## config.mk

```make
export PLATFORM = sky130hd
export DESIGN_NAME = debug_dump_sequencer
export DESIGN_NICKNAME = d
export VERILOG_FILES = /design/src/rtl/debug_dump_sequencer.sv
export SDC_FILE = /design/constraint.sdc
export NUM_CORES = 1
export LEC_CHECK = 0
export BUFFER_PORTS_ARGS = -buffer_cell sky130_fd_sc_hd__clkbuf_2
export CORE_ASPECT_RATIO = 1.2
export CORE_MARGIN = 2
export CORE_UTILIZATION = 35
export CTS_BUF_LIST = sky130_fd_sc_hd__clkbuf_2
export CTS_CLUSTER_DIAMETER = 120
export DETAILED_ROUTE_END_ITERATION = 8
export SLEW_MARGIN = 0
export SYNTH_ARGS = -nofsm -noshare
export SYNTH_HDL_FRONTEND = slang
export SYNTH_SLANG_ARGS = --single-unit
```

## constraint.sdc

```tcl
create_clock -name i_clk -period 3.08 [get_ports i_clk]
set_input_delay 0.154 -clock i_clk [delete_from_list [all_inputs] [get_ports i_clk]]
set_output_delay 0.154 -clock i_clk [all_outputs]
set_load 0.01 [all_outputs]
```

## src/rtl/debug_dump_sequencer.sv

```systemverilog
// Debug dump sequencer: walks PC, cycle counter, register bank and data memory,
// capturing each word and streaming it to the UART TX path as SIZE_TRAMA-bit
// frames, least-significant frame first, with a start/done handshake per frame.
module debug_dump_sequencer #(
  parameter int unsigned BITS_SIZE     = 32,
  parameter int unsigned SIZE_TRAMA    = 8,
  parameter int unsigned NUM_REGS      = 32,
  parameter int unsigned SIZE_MEM_DATA = 16,
  localparam int unsigned RegAddrW     = (NUM_REGS > 1) ? $clog2(NUM_REGS) : 1
) (
  input  logic                  i_clk,
  input  logic                  i_reset,
  input  logic                  i_start,
  input  logic [BITS_SIZE-1:0]  i_pc,
  input  logic [BITS_SIZE-1:0]  i_clk_count,
  input  logic [BITS_SIZE-1:0]  i_data_register,
  input  logic [BITS_SIZE-1:0]  i_data_mem,
  input  logic                  i_tx_done,
  output logic [RegAddrW-1:0]   o_select_addr_registers,
  output logic [BITS_SIZE-1:0]  o_select_addr_memdata,
  output logic                  o_tx_start,
  output logic [SIZE_TRAMA-1:0] o_tx_data,
  output logic                  o_busy,
  output logic                  o_done
);

  localparam int unsigned NumWords      = 2 + NUM_REGS + SIZE_MEM_DATA;
  localparam int unsigned FramesPerWord = BITS_SIZE / SIZE_TRAMA;
  localparam int unsigned WordIdxW      = $clog2(NumWords);
  localparam int unsigned ByteIdxW      = (FramesPerWord > 1) ? $clog2(FramesPerWord) : 1;

  localparam logic [WordIdxW-1:0] LastWord = WordIdxW'(NumWords - 1);
  localparam logic [WordIdxW-1:0] FirstReg = WordIdxW'(2);
  localparam logic [WordIdxW-1:0] FirstMem = WordIdxW'(2 + NUM_REGS);
  localparam logic [ByteIdxW-1:0] LastByte = ByteIdxW'(FramesPerWord - 1);

  localparam logic [2:0] StIdle    = 3'd0;
  localparam logic [2:0] StSelect  = 3'd1;
  localparam logic [2:0] StCapture = 3'd2;
  localparam logic [2:0] StSend    = 3'd3;
  localparam logic [2:0] StWaitTx  = 3'd4;
  localparam logic [2:0] StNext    = 3'd5;
  localparam logic [2:0] StDone    = 3'd6;

  logic [2:0]           state_q,    state_d;
  logic [WordIdxW-1:0]  word_idx_q, word_idx_d;
  logic [ByteIdxW-1:0]  byte_idx_q, byte_idx_d;
  logic [BITS_SIZE-1:0] shift_q,    shift_d;
  logic                 busy_q,     busy_d;
  logic [RegAddrW-1:0]  reg_addr_q, reg_addr_d;
  logic [BITS_SIZE-1:0] mem_addr_q, mem_addr_d;
  logic [BITS_SIZE-1:0] word_sel;

  // Pick the source of the current word; read ports have had a cycle to settle.
  always_comb begin
    word_sel = i_data_mem;
    if (word_idx_q == WordIdxW'(0)) begin
      word_sel = i_pc;
    end else if (word_idx_q == WordIdxW'(1)) begin
      word_sel = i_clk_count;
    end else if (word_idx_q < FirstMem) begin
      word_sel = i_data_register;
    end
  end

  // Next-state logic for the dump sequencer.
  always_comb begin
    state_d    = state_q;
    word_idx_d = word_idx_q;
    byte_idx_d = byte_idx_q;
    shift_d    = shift_q;
    busy_d     = busy_q;
    reg_addr_d = reg_addr_q;
    mem_addr_d = mem_addr_q;

    case (state_q)
      StIdle: begin
        if (i_start) begin
          state_d    = StSelect;
          busy_d     = 1'b1;
          word_idx_d = '0;
        end
      end

      StSelect: begin
        // Only the port owning the current word gets a non-zero address.
        reg_addr_d = '0;
        mem_addr_d = '0;
        if (word_idx_q >= FirstMem) begin
          mem_addr_d = BITS_SIZE'(word_idx_q - FirstMem);
        end else if (word_idx_q >= FirstReg) begin
          reg_addr_d = RegAddrW'(word_idx_q - FirstReg);
        end
        state_d = StCapture;
      end

      StCapture: begin
        // Word is frozen here; later input changes cannot alter frames in flight.
        shift_d    = word_sel;
        byte_idx_d = '0;
        state_d    = StSend;
      end

      StSend: begin
        state_d = StWaitTx;
      end

      StWaitTx: begin
        if (i_tx_done) begin
          if (byte_idx_q == LastByte) begin
            state_d = StNext;
          end else begin
            shift_d    = shift_q >> SIZE_TRAMA;
            byte_idx_d = byte_idx_q + ByteIdxW'(1);
            state_d    = StSend;
          end
        end
      end

      StNext: begin
        if (word_idx_q == LastWord) begin
          state_d = StDone;
        end else begin
          word_idx_d = word_idx_q + WordIdxW'(1);
          state_d    = StSelect;
        end
      end

      StDone: begin
        busy_d     = 1'b0;
        reg_addr_d = '0;
        mem_addr_d = '0;
        state_d    = StIdle;
      end

      default: begin
        state_d = StIdle;
      end
    endcase
  end

  // State registers with synchronous reset; reset aborts any dump in progress.
  always_ff @(posedge i_clk) begin
    if (i_reset) begin
      state_q    <= StIdle;
      word_idx_q <= '0;
      byte_idx_q <= '0;
      shift_q    <= '0;
      busy_q     <= 1'b0;
      reg_addr_q <= '0;
      mem_addr_q <= '0;
    end else begin
      state_q    <= state_d;
      word_idx_q <= word_idx_d;
      byte_idx_q <= byte_idx_d;
      shift_q    <= shift_d;
      busy_q     <= busy_d;
      reg_addr_q <= reg_addr_d;
      mem_addr_q <= mem_addr_d;
    end
  end

  // Outputs: frame data is the low slice of the shift register, held through WAIT_TX.
  always_comb begin
    o_select_addr_registers = reg_addr_q;
    o_select_addr_memdata   = mem_addr_q;
    o_tx_data               = shift_q[SIZE_TRAMA-1:0];
    o_tx_start              = (state_q == StSend);
    o_done                  = (state_q == StDone);
    o_busy                  = busy_q;
  end

endmodule

```

==> results.toml <==
[outcome]
status = "completed"

[global_routing]
grt_pass1_vias = 4387
antenna_found_initial = 1
grt_use_total_pct = 21.54
grt_pass1_wl_mm = 22.36
grt_overflow = 0
grt_max_degree = 59

[critical_path]
max_stage_delay_ns = 0.74
cp_top_family = "compound AO/OA/AOI/OAI gates"
worst-path-buf-inv = 1
start_kind = "register"
crit_slowest_cell = "or3b_1"
path_class = "register to register"
end_kind = "register"
crit_chain = "or3b_1, a2111oi_1, a221oi_1, o21ai_1, dlygate4sd3_1"
worstPathRequired_ns = 3.53
crit_fanout = 25
crit_arrival_ns = 3.32

[final_layout]
area_growth_pct = 23.75
seqCellArea_um2 = 1122
fin_area_um2 = 5182
drive_gt1_share_pct = 39.00
final_core_util_pct = 44.60
nFillCells = 1208
multi_input_area_um2 = 2529
nNetsFinal = 757

[logic_synthesis]
ys_ff_latch = 56
yosysSeqAreaShare_pct = 26.77
synth_top_area_cell = "dfxtp_1"
synth.avg_cell_area_um2 = 8.670
synth_cells = 483
synth_commonest_cells = "dfxtp_1, nand2_1, o21ai_0, buf_4, a221oi_1"
netlist_area_um2 = 4188
synth_top_cells_by_area = "dfxtp_1, a221oi_1, buf_4"
ys.flop_type = "dfxtp_1"
synth_top_area_share_pct = 26.77
synthMostInstantiatedCell = "dfxtp_1"
synth_cell_types = 62
synth-edff-count = 0
yosys_warnings = 0
syn_nets = 623
synthArstFlopShare_pct = 0

[timing]
slew_viol_final = 0
rsz0062_at_grt = "false"
hold_viol = 0
worstMarginPinSlew_ns = 1.039
setup_tns_ns = 0
timing.final.crit_period_ns = 2.866
clock.fmax_mhz = 349.0
finalSetupViolCount = 0
fin_skew_ns = 0.02014
fin_crit_sh_pct = 93.04
slew_headroom_pct = 30.74

[clock_tree]
cts_tree = "built"
htreeDepth = 2
clockBufferDepth = 2
clockRootBuffer = "clkbuf_2"
cts_buffers = 5
clk_pin_slew_ns = 0.30
clkLatencyLatePin_ns = 0.48
cts.sinks = 56

[floorplan]
core_area_um2 = 11620
start_util_pct = 36.04
rows = 43
pin_count = 180
dieArea_um2 = 12860
die_h_um = 123.8
die_x_um = 103.9

[placement]
hpwl_mm = 10.02
dpl-instance-area_um2 = 4848
portBuffers = 179
gp_congestion = 0.8665

[power]
powerDensity_nw_per_um2 = 282.0
ir_worst_vdd_v = 0.0001533
p_leak_nw = 2.056

[route]
vias = 4496
post-route-drc-count = 0
wirelength_mm = 14.15
drtIter0Drc = 332
vias_per_cell = 5.794
wl_per_cell_um = 18.23
first_pass_iters = 5
antenna_left = 0

[flow_run]
max-cap-violations = 0

[worst_hold_path]
min_path_type = "input pin to register"
==> registers in the layout, summed over array words and instances, names as in the netlist <==
register                 flops
shift_q                     32
o_select_addr_memdata        7
word_idx_q                   6
o_select_addr_registers      5
state_q                      3
byte_idx_q                   2
o_busy                       1
==> placed cells by master (no fill, tap or decap), types with 2 or more instances in the layout <==
| cell | instances |
|---|---|
| clkbuf_2 | 184 |
| dfxtp_1 | 55 |
| nand2_1 | 37 |
| o21ai_0 | 36 |
| a221oi_1 | 33 |
| dlygate4sd3_1 | 26 |
| a32o_1 | 23 |
| nor2_1 | 16 |
| a21oi_1 | 16 |
| a21boi_0 | 16 |
| o221ai_1 | 16 |
| a221oi_2 | 14 |
| inv_1 | 11 |
| a22oi_1 | 10 |
| a211oi_1 | 10 |
| and3_1 | 9 |
| buf_4 | 9 |
| o22ai_1 | 8 |
| ha_1 | 8 |
| a21boi_2 | 7 |
| o221ai_2 | 7 |
| or3_1 | 4 |
| a32oi_1 | 4 |
| xnor2_1 | 4 |
| nand3_1 | 4 |
| nor2b_1 | 3 |
| nand2b_1 | 2 |
| and2_1 | 2 |
| or3b_2 | 2 |
| nor3_1 | 2 |
| o41ai_1 | 2 |
| a2111oi_0 | 2 |
| nand4_1 | 2 |
| mux2i_1 | 2 |
==> metal layers <==
layer	global-route usage, %	routed length, µm	up-vias
met4	7.855	379	0
met2	38.53	7041	184
li1	-	-	2133
met3	3.454	844	26
met1	26.31	5882	2153
met5	0	0	-
==> through the flow <==
stage | worst slack [ns] | hold WS [ns] | power, W | instances
floorplan | 1.103 | 0.3202 | 0.0009317 | 483
global placement | 0.6101 | 0.4418 | 0.001057 | 741
detailed placement | 0.5178 | 0.4475 | 0.001060 | 741
CTS | 0.1377 | 0.001654 | 0.001463 | 774
global route | 0.008661 | 0.007958 | 0.001526 | 776
finish | 0.2144 | 0.02263 | 0.001462 | 776
==> power breakdown <==
part / leakage [nW] / total [W] / internal [W] / switching (W)
clock network: 0.0390 / 0.000387 / 0.000135 / 0.000252
registers: 0.453 / 0.000775 / 0.000749 / 0.0000259
logic: 1.56 / 0.000300 / 0.000149 / 0.000151
total: 2.06 / 0.00146 / 0.00103 / 0.000429
==> timing repair <==
item                                    CTS  global route
endpoints found under the setup margin    0             3
hold endpoints to repair                 15             1
resized for setup                         0             2
hold buffers                             25             1
setup buffers                             0             0
==> worst register-to-register path, cell delays in order (launching register included) <==
cell and delay (ns):
dfxtp_1 0.71, or3b_1 0.75, a2111oi_1 0.60, a221oi_1 0.09
o21ai_1 0.12, dlygate4sd3_1 0.56
==> final timing paths <==
path | startpoint | end | slack [ns] | depth (start not counted)
worst max-delay path | state_q[2] | shift_q[10] | 0.21 | 5
worst min-delay path | i_clk_count[13] | shift_q[13] | 0.02 | 3
worst max register to register | state_q[2] | shift_q[10] | 0.21 | 5
worst min register to register | o_select_addr_memdata[5] | o_select_addr_memdata[5] | 0.47 | 2
==> logic make-up after synthesis <==
kind of cell	share of synthesized area, %
flops	26.77
simple gates	13.33
compound gates	42.87
mux	0.4781
fa+ha+maj	2.390
buf+inv	13.12
xor+xnor	1.046
==> layout make-up <==
| cell class | instances | share of cell area (%) |
|---|---|---|
| multi-input combinational | 329 | 48.79 |
| timing repair buffer | 214 | 23.61 |
| sequential | 56 | 21.66 |
| tap | 157 | 3.790 |
| clock inverter | 3 | 0.8209 |
| inverter | 11 | 0.7967 |
| clock buffer | 5 | 0.4829 |
| antenna | 1 | 0.04829 |
(Power assumes the default switching activity.)
